===== config.mk =====
export PLATFORM = sky130hd
export DESIGN_NAME = exception_ctrl
export DESIGN_NICKNAME = d
export VERILOG_FILES = /design/src/rtl/exception_ctrl_pkg.sv /design/src/rtl/exception_ctrl_cp0_timer.sv /design/src/rtl/exception_ctrl.sv
export SDC_FILE = /design/constraint.sdc
export NUM_CORES = 1
export LEC_CHECK = 0
export CORE_MARGIN = 2
export CORE_UTILIZATION = 25
export DETAILED_ROUTE_END_ITERATION = 12
export PLACE_DENSITY = 0.56
export SLEW_MARGIN = 40
export SYNTH_ARGS = -nofsm -noshare
export SYNTH_HDL_FRONTEND = slang
export SYNTH_SLANG_ARGS = --single-unit

===== constraint.sdc =====
create_clock -name i_clk -period 3.5 [get_ports i_clk]
set_input_delay 0.525 -clock i_clk [delete_from_list [all_inputs] [get_ports i_clk]]
set_output_delay 0.525 -clock i_clk [all_outputs]
set_load 0.005 [all_outputs]

===== src/rtl/exception_ctrl_pkg.sv =====
`default_nettype none
// ============================================================================
// Module      : exception_ctrl_pkg
// Description : Shared exception cause codes, CP0 register indices, CP0 bit
//               positions, controller state encodings and small helpers.
// Revision    : 1.0 - initial release
// ============================================================================
package exception_ctrl_pkg;

    // Exception cause codes (ExcCode field values)
    localparam logic [4:0] EXC_CAUSE_INT  = 5'd0;
    localparam logic [4:0] EXC_CAUSE_ADEL = 5'd4;
    localparam logic [4:0] EXC_CAUSE_ADES = 5'd5;
    localparam logic [4:0] EXC_CAUSE_SYS  = 5'd8;
    localparam logic [4:0] EXC_CAUSE_BP   = 5'd9;
    localparam logic [4:0] EXC_CAUSE_RI   = 5'd10;
    localparam logic [4:0] EXC_CAUSE_OV   = 5'd12;
    localparam logic [4:0] EXC_CAUSE_TRAP = 5'd13;

    // CP0 register indices
    localparam logic [4:0] CP0_BADVADDR = 5'd8;
    localparam logic [4:0] CP0_COUNT    = 5'd9;
    localparam logic [4:0] CP0_COMPARE  = 5'd11;
    localparam logic [4:0] CP0_STATUS   = 5'd12;
    localparam logic [4:0] CP0_CAUSE    = 5'd13;
    localparam logic [4:0] CP0_EPC      = 5'd14;

    // CP0 bit positions
    localparam int STATUS_IE_BIT   = 0;
    localparam int STATUS_EXL_BIT  = 1;
    localparam int STATUS_IM_LSB   = 8;
    localparam int CAUSE_EXC_LSB   = 2;
    localparam int CAUSE_IP_LSB    = 8;
    localparam int CAUSE_TI_BIT    = 30;
    localparam int CAUSE_BD_BIT    = 31;

    // Controller state encoding
    localparam logic [0:0] ST_RUN   = 1'b0;
    localparam logic [0:0] ST_FLUSH = 1'b1;

    // Return address recorded for an excepting instruction: a delay-slot
    // instruction restarts at its branch, one word earlier.
    function automatic logic [31:0] epc_target(input logic [31:0] pc,
                                               input logic        in_ds);
        return in_ds ? (pc - 32'd4) : pc;
    endfunction

    // Address-error causes are the only ones that capture BadVAddr.
    function automatic logic is_addr_exc(input logic [4:0] cause);
        return (cause == EXC_CAUSE_ADEL) || (cause == EXC_CAUSE_ADES);
    endfunction

endpackage
`default_nettype wire


===== src/rtl/exception_ctrl_cp0_timer.sv =====
`default_nettype none
// ============================================================================
// Module      : cp0_timer
// Description : CP0 Count/Compare timer. Count advances every second cycle;
//               TI latches on Count == Compare (Compare non-zero) and is
//               cleared by any Compare write.
// Revision    : 1.0 - initial release
// ============================================================================
module cp0_timer (
    input  logic        i_clk,
    input  logic        i_rst_n,
    input  logic        i_count_we,
    input  logic        i_compare_we,
    input  logic [31:0] i_wdata,
    output logic [31:0] o_count,
    output logic [31:0] o_compare,
    output logic        o_ti
);

    logic        r_toggle;
    logic [31:0] r_count;
    logic [31:0] r_compare;
    logic        r_ti;
    logic        w_match;

    assign w_match = (r_count == r_compare) && (r_compare != 32'd0);

    // Count register with half-rate toggle; a software write restarts the phase
    always_ff @(posedge i_clk or negedge i_rst_n) begin
        if (!i_rst_n) begin
            r_toggle <= 1'b0;
            r_count  <= 32'd0;
        end else if (i_count_we) begin
            r_toggle <= 1'b0;
            r_count  <= i_wdata;
        end else begin
            r_toggle <= ~r_toggle;
            if (r_toggle) begin
                r_count <= r_count + 32'd1;
            end
        end
    end

    // Compare register and sticky timer-interrupt flag
    always_ff @(posedge i_clk or negedge i_rst_n) begin
        if (!i_rst_n) begin
            r_compare <= 32'd0;
            r_ti      <= 1'b0;
        end else begin
            if (i_compare_we) begin
                r_compare <= i_wdata;
                r_ti      <= 1'b0;
            end else if (w_match) begin
                r_ti      <= 1'b1;
            end
        end
    end

    assign o_count   = r_count;
    assign o_compare = r_compare;
    assign o_ti      = r_ti;

endmodule
`default_nettype wire


===== src/rtl/exception_ctrl.sv =====
`default_nettype none
// ============================================================================
// Module      : exception_ctrl
// Description : MEM-stage exception/interrupt controller with CP0 register
//               file (BadVAddr, Count, Compare, Status, Cause, EPC), eret
//               handling and a one-cycle flush state.
// Revision    : 1.0 - initial release
// ============================================================================
module exception_ctrl
    import exception_ctrl_pkg::*;
(
    input  logic        i_clk,
    input  logic        i_rst_n,
    input  logic        i_MEM_valid,
    input  logic        i_MEM_exception_valid,
    input  logic [4:0]  i_MEM_exception_cause,
    input  logic [31:0] i_MEM_pc,
    input  logic        i_MEM_is_delay_slot,
    input  logic [31:0] i_MEM_bad_vaddr,
    input  logic        i_MEM_is_eret,
    input  logic        i_stall,
    input  logic [5:0]  i_ext_int,
    input  logic        i_cp0_we,
    input  logic [4:0]  i_cp0_waddr,
    input  logic [31:0] i_cp0_wdata,
    input  logic [4:0]  i_cp0_raddr,
    output logic [31:0] o_cp0_rdata,
    output logic        o_answer_exc,
    output logic [4:0]  o_exception_cause,
    output logic        o_is_eret,
    output logic [31:0] o_epc_value,
    output logic        o_flush
);

    logic [0:0]  r_state;
    logic [5:0]  r_int_s1;
    logic [5:0]  r_int_s2;
    logic [31:0] r_badvaddr;
    logic [31:0] r_epc;
    logic [7:0]  r_im;
    logic        r_exl;
    logic        r_ie;
    logic        r_bd;
    logic [4:0]  r_exccode;
    logic [1:0]  r_ip_sw;

    logic [31:0] w_count;
    logic [31:0] w_compare;
    logic        w_ti;
    logic [7:0]  w_ip;
    logic        w_int_req;
    logic        w_slot_ok;
    logic        w_answer;
    logic        w_eret;
    logic [4:0]  w_cause;
    logic        w_cp0_wr;
    logic        w_count_we;
    logic        w_compare_we;
    logic [31:0] w_status;
    logic [31:0] w_cause_reg;
    logic [31:0] w_rdata;

    // Pending lines: IP[7] shares external line 5 with the timer interrupt
    assign w_ip      = {r_int_s2[5] | w_ti, r_int_s2[4:0], r_ip_sw};
    assign w_int_req = (|(w_ip & r_im)) & r_ie & ~r_exl;

    // An instruction can only be acted on when it is really retiring from MEM;
    // gating with i_rst_n keeps every output low while reset is held.
    assign w_slot_ok = i_rst_n & (r_state == ST_RUN) & ~i_stall & i_MEM_valid;
    assign w_answer  = w_slot_ok & (i_MEM_exception_valid | w_int_req);
    assign w_eret    = w_slot_ok & i_MEM_is_eret & ~w_answer;
    assign w_cause   = i_MEM_exception_valid ? i_MEM_exception_cause : EXC_CAUSE_INT;

    // An excepting or interrupted mtc0 must not commit its write
    assign w_cp0_wr     = i_rst_n & (r_state == ST_RUN) & i_cp0_we & ~i_stall & ~w_answer;
    assign w_count_we   = w_cp0_wr & (i_cp0_waddr == CP0_COUNT);
    assign w_compare_we = w_cp0_wr & (i_cp0_waddr == CP0_COMPARE);

    cp0_timer u_timer (
        .i_clk        (i_clk),
        .i_rst_n      (i_rst_n),
        .i_count_we   (w_count_we),
        .i_compare_we (w_compare_we),
        .i_wdata      (i_cp0_wdata),
        .o_count      (w_count),
        .o_compare    (w_compare),
        .o_ti         (w_ti)
    );

    // Two-flop synchroniser for the asynchronous hardware interrupt lines
    always_ff @(posedge i_clk or negedge i_rst_n) begin
        if (!i_rst_n) begin
            r_int_s1 <= 6'd0;
            r_int_s2 <= 6'd0;
        end else begin
            r_int_s1 <= i_ext_int;
            r_int_s2 <= r_int_s1;
        end
    end

    // RUN -> FLUSH on any redirect, FLUSH lasts exactly one cycle
    always_ff @(posedge i_clk or negedge i_rst_n) begin
        if (!i_rst_n) begin
            r_state <= ST_RUN;
        end else begin
            case (r_state)
                ST_RUN:   r_state <= (w_answer | w_eret) ? ST_FLUSH : ST_RUN;
                ST_FLUSH: r_state <= ST_RUN;
                default:  r_state <= ST_RUN;
            endcase
        end
    end

    // CP0 state: exception entry has priority over eret, eret over mtc0
    always_ff @(posedge i_clk or negedge i_rst_n) begin
        if (!i_rst_n) begin
            r_badvaddr <= 32'd0;
            r_epc      <= 32'd0;
            r_im       <= 8'd0;
            r_exl      <= 1'b0;
            r_ie       <= 1'b0;
            r_bd       <= 1'b0;
            r_exccode  <= 5'd0;
            r_ip_sw    <= 2'd0;
        end else if (w_answer) begin
            r_exccode <= w_cause;
            r_exl     <= 1'b1;
            // A nested exception keeps the original return point
            if (!r_exl) begin
                r_epc <= epc_target(i_MEM_pc, i_MEM_is_delay_slot);
                r_bd  <= i_MEM_is_delay_slot;
            end
            if (i_MEM_exception_valid && is_addr_exc(i_MEM_exception_cause)) begin
                r_badvaddr <= i_MEM_bad_vaddr;
            end
        end else if (w_eret) begin
            r_exl <= 1'b0;
        end else if (w_cp0_wr) begin
            case (i_cp0_waddr)
                CP0_STATUS: begin
                    r_im  <= i_cp0_wdata[STATUS_IM_LSB +: 8];
                    r_exl <= i_cp0_wdata[STATUS_EXL_BIT];
                    r_ie  <= i_cp0_wdata[STATUS_IE_BIT];
                end
                CP0_CAUSE: begin
                    r_ip_sw <= i_cp0_wdata[CAUSE_IP_LSB +: 2];
                end
                CP0_EPC: begin
                    r_epc <= i_cp0_wdata;
                end
                default: begin
                end
            endcase
        end
    end

    // Assemble Status and Cause views from their fields
    always_comb begin
        w_status                         = 32'd0;
        w_status[STATUS_IM_LSB +: 8]     = r_im;
        w_status[STATUS_EXL_BIT]         = r_exl;
        w_status[STATUS_IE_BIT]          = r_ie;
        w_cause_reg                      = 32'd0;
        w_cause_reg[CAUSE_BD_BIT]        = r_bd;
        w_cause_reg[CAUSE_TI_BIT]        = w_ti;
        w_cause_reg[CAUSE_IP_LSB +: 8]   = w_ip;
        w_cause_reg[CAUSE_EXC_LSB +: 5]  = r_exccode;
    end

    // Combinational CP0 read port; unmapped indices read zero
    always_comb begin
        w_rdata = 32'd0;
        case (i_cp0_raddr)
            CP0_BADVADDR: w_rdata = r_badvaddr;
            CP0_COUNT:    w_rdata = w_count;
            CP0_COMPARE:  w_rdata = w_compare;
            CP0_STATUS:   w_rdata = w_status;
            CP0_CAUSE:    w_rdata = w_cause_reg;
            CP0_EPC:      w_rdata = r_epc;
            default:      w_rdata = 32'd0;
        endcase
    end

    assign o_cp0_rdata       = w_rdata;
    assign o_answer_exc      = w_answer;
    assign o_exception_cause = w_answer ? w_cause : 5'd0;
    assign o_is_eret         = w_eret;
    assign o_epc_value       = r_epc;
    assign o_flush           = w_answer | w_eret;

endmodule
`default_nettype wire


* Word level (Yosys, flattened, before mapping)
Cells that the tools add are included.
** Word-level totals
- Register bits after elaboration :: 161
- Bits of input ports :: 125
- Output and inout port bits :: 72
- Logic and storage cells :: 93
** Cells by class
- Add/subtract/negate cells :: 2
- Equal/unequal tests :: 16
- Muxes and demuxes :: 20
- Bitwise gates (word level) :: 23
- Reduce and logical (&&, ||, !) cells :: 17
** Operators by type and width (count)
- 32-bit 2-to-1 mux :: 8
- 32-bit case mux with 6 select lines :: 1
- 5-bit by 4-bit == test with 1-bit output (second input constant) :: 11
- 32-bit by 1-bit adder with 32-bit output (second input constant) :: 1
- 32-bit == test :: 1
- 32-bit nonzero test :: 1
- 32-bit by 3-bit subtractor with 32-bit output (second input constant) :: 1
- 1-bit bitwise AND :: 13
- 4-bit AND reduction :: 3
- 5-bit by 3-bit == test with 1-bit output (second input constant) :: 2
- 5-bit 2-to-1 mux :: 2
- 8-bit bitwise AND :: 1
- 1-bit 2-to-1 mux :: 8
- 2-bit nonzero test :: 4
- 8-bit OR reduction :: 1
- 1-bit inverter :: 6
- 2-bit AND reduction :: 3
- 3-bit nonzero test :: 2
- 2-bit != test (second input constant) :: 2
- 1-bit bitwise OR :: 3
- 1-bit logical AND :: 2
- 1-bit case mux with 2 select lines :: 1
- 1-bit logical OR :: 1

* Longest topological paths before layout
- Depth in word-level cells :: 12
- Gate-level depth with buffers :: 9
- Mapped depth without buffers :: 7

* Cells and area by module
A second synthesis with hierarchy kept.
** Second synthesis, totals
- Cells, all modules :: 877
- Area total of the unflattened synthesis :: 9248.9 um^2
** Modules (own cells, without submodules)
- exception_ctrl :: times used 1, cells each 521, area an instance 5636.7 um^2, seq. area each 2377.3 um^2
- cp0_timer :: times used 1, cells each 356, area an instance 3612.2 um^2, seq. area each 1651.6 um^2

* Least setup slack after synthesis
OpenSTA, ideal clock, no wires.
- Path kind :: input port to output port
- Start :: input port i_cp0_raddr[1]
- End :: output port o_cp0_rdata[0]
- Arrival :: 1.857 ns
- Data required time :: 2.975 ns
- Setup slack :: 1.118 ns
- Stages on the path :: 5
- Path buffers :: 1
- Cells stage by stage :: or3b_2 > nor3_1 > clkbuf_1 > a222oi_1 > nand2_1
** On the way
- Cells in the longest elaborated chain, start to end :: 2
- Elaborated cells between the ends (all ways) :: 7
- Classes of those cells :: eq/ne: 6; mux: 1
** Ends and longest elaborated chain
- from (decl) :: RTL line exception_ctrl.sv:26 : input logic [4:0] i_cp0_raddr,
- 5-bit by 4-bit == test with 1-bit output :: RTL line exception_ctrl.sv:173 : case (i_cp0_raddr)
- 32-bit case mux with 6 select lines * :: RTL line exception_ctrl.sv:173
- to (decl) :: RTL line exception_ctrl.sv:27 : output logic [31:0] o_cp0_rdata,
Every way passes the cells marked *; elsewhere a longest branch is shown, timed or not.

* Worst setup path after layout
- Start :: input port i_cp0_raddr[3]
- End :: output port o_cp0_rdata[5]
Same word-level chain as after synthesis.

==> metrics.md <==
| Metric | Value |
|---|---|
| Slew headroom | 50.6% |
| CTS Hold Bufs | 0 |
| # IOs | 197 |
| Die height | 193 um |
| Cts repair resizes | 0 |
| Netlist cell types | 55 |
| Detailed router's first-iteration violation count | 576 |
| Top-count cell post-synth | dfrtp_1 |
| Area taken by multi-input logic gates | 4640 um2 |
| H-tree lvl count | 4 |
| Inserted Clock Buffers | 17 |
| Tot Pwr | 0.00568 W |
| Share of the synthesized area in the top cell type | 45.3% |
| Mean Syn Cell Area | 11.4 um2 |
| Hpwl dp | 25200 um |
| Grt ovf | 0 |
| CP Class | primary input to primary output |
| Max Buffers Root-to-Sink | 2 |
| RSZ-0062 raised after global routing | no |
| Floorplan row count | 69 |
| WP data arrival | 2760 ps |
| Syn Nets | 909 |
| Outcome | completed |
| FF+latch count, synth | 161 |
| Worst min-delay path category | primary input to asynchronous set/reset pin |
| Placed insts | 1422 |
| TNS Setup | 0 ps |
| CTS tree | built |
| Post-CTS setup buffers | 0 |
| Fillers | 3502 |
| Syn Inst Count | 782 |
| Setup Skew | 13.1 ps |
| Post-route antenna net violation count | 0 |
| Global-route wire length before repair | 48800 um |
| Non-Filler Instances | 1454 |
| Synth top cells by count | 161 x dfrtp_1, 143 x mux2_2, 65 x a22oi_1 |
| Root buffer cell | clkbuf_16 |
| MaxCap Viol Count | 0 |
| DRT Pass-1 Iters | 5 |
| Final Util | 34.3% |
| Core area | 35300 um2 |
| Final nets | 1107 |
| Hold slack | 203 ps |
| Area grow syn2layout | 36.2% |
| CP required | 2970 ps |
| Max Clk Rate | 304 MHz |
| # DRC | 0 |
| Die area | 37100 um2 |
| Register area | 4030 um2 |
| Final Cycle Share | 94.0% |
| Worst-Skew Late Latency | 450 ps |
| Power Density | 469 nW/um2 |
| Largest net degree at the start of global routing | 69 |
| Crit path time final | 3290 ps |
| Gpl congestion | 0.845 |
| CP Launch Type | primary input |
| Post-synthesis sequential area ratio | 45.3% |
| Worst Tran Pin Value | 740 ps |
| Final setup fails | 0 |
| Drt wl/cell | 22.7 um |
| Maximum VDD drop | 0.000346 V |
| Post-synth EDFFs | 0 |
| Top cells by area, synth | dfrtp_1 45%, mux2_2 18%, a22oi_1 5.5% |
| DR vias/cell | 5.13 |
| Clk slew on worst S/H paths | 70 ps |
| Pleak | 5.22 nW |
| Drt total wl | 33000 um |
| Synth Warn # | 0 |
| Critical path peak fanout | 32 |
| Fin. Hold Viols | 0 |
| Initial core utilization | 25.2% |
| Slew Viols, Final | 0 |
| Via count | 7457 |
| Asr flop ratio synth | 100% |
| Initial antenna violation count | 0 |
| Clock sink total | 161 |
| Synthesized area | 8890 um2 |
| GRT Util Overall | 18.0% |
| Main flop type after synthesis | dfrtp_1 |
| Layout cell share with drive strength beyond 1 | 23.2% |
| Buffers on Ports | 196 |
| Vias in the first global route | 7414 |
| Antenna diode count | 0 |
| CP Capture Type | primary output |
| Die Width | 193 um |
| Synth area leader | dfrtp_1 |
## logic make-up (layout without fill, tap and decap cells)
kind of cell	count (synthesis)	count (layout)	share of synthesized area [%]
flip-flops	161	161	45.3
buffers and inverters	53	264	2.65
AO/OA/AOI/OAI	139	139	12.1
multiplexers	144	144	18.2
AND/OR/NAND/NOR	207	207	13.9
XOR/XNOR	76	76	7.49
adder cells (fa/ha/maj)	2	2	0.282
## metal layers
metal,vias to the layer above,track usage [%],routed length [um],share of wire (%)
met3,24,3.35,2060,6.2
met1,3764,25.2,15200,46
met5,-,0,0,0
li1,3391,-,-,-
met4,0,5.02,547,1.7
met2,278,28.4,15200,46
## power breakdown
part	internal, W	total [W]	leakage, nW	switching [W]
combinational	0.000766	0.00122	2.82	0.000451
sequential	0.00216	0.00258	2.11	0.000420
clock	0.000958	0.00188	0.285	0.000922
## stage by stage
step                setup WS (ps)  instance area [um2]
floorplan                    1120                 8890
global placement              238                11500
detailed placement            208                11500
CTS                           209                12100
global route                  129                12100
finish                        211                12100
## layout by cell type, fill, tap and decap left out, drive strengths merged, types with 5 or more instances in the layout
master         count
and3              12
nand4b             5
clkbuf            17
or4               15
nor2              15
mux2             143
clkdlybuf4s50    195
o21ai              8
xor2              39
a221o             15
nor3               8
a22oi             65
or3                5
a21oi             17
inv               17
buf               31
nand2             45
xnor2             37
a222oi             9
dfrtp            161
nand4             25
o31ai             13
nand3             23
nor4              25
## path summary, 6_finish.rpt
check                               start               endpoint  slack (ps)  cells after the start
setup / recovery           i_cp0_raddr[3]         o_cp0_rdata[5]         210                      7
min in group i_clk            r_int_s1[3]            r_int_s2[3]         350                      0
hold / removal                    i_rst_n  u_timer.o_compare[26]         200                      2
hold reg to reg               r_int_s1[3]            r_int_s2[3]         350                      0
setup reg to reg             u_timer.o_ti        o_epc_value[27]         690                      5
max in group asynchronous         i_rst_n            r_int_s2[3]        2260                      3
## layout make-up
| type | count | area share [%] |
|---|---|---|
| Clock buffer | 17 | 3.51 |
| Tap cell | 461 | 4.76 |
| Sequential cell | 161 | 33.3 |
| Multi-Input combinational cell | 568 | 38.3 |
| Clock inverter | 15 | 1.28 |
| Timing Repair Buffer | 226 | 18.6 |
| Inverter | 6 | 0.207 |
## critical path, cell delays in order
cell and delay (ps):
clkdlybuf4s50_1 500, or3b_2 490, nor3_2 200, buf_12 250
a222oi_1 130, nand2_1 130, clkdlybuf4s50_1 520
## sequential cells by signal (all words and copies together) (netlist names), 2 cells and up
signal / cells
o_epc_value: 32
r_badvaddr: 32
u_timer.o_compare: 32
u_timer.o_count: 32
r_im: 8
r_int_s1: 6
r_int_s2: 6
r_exccode: 5
r_ip_sw: 2
(Power assumes the default switching activity.)
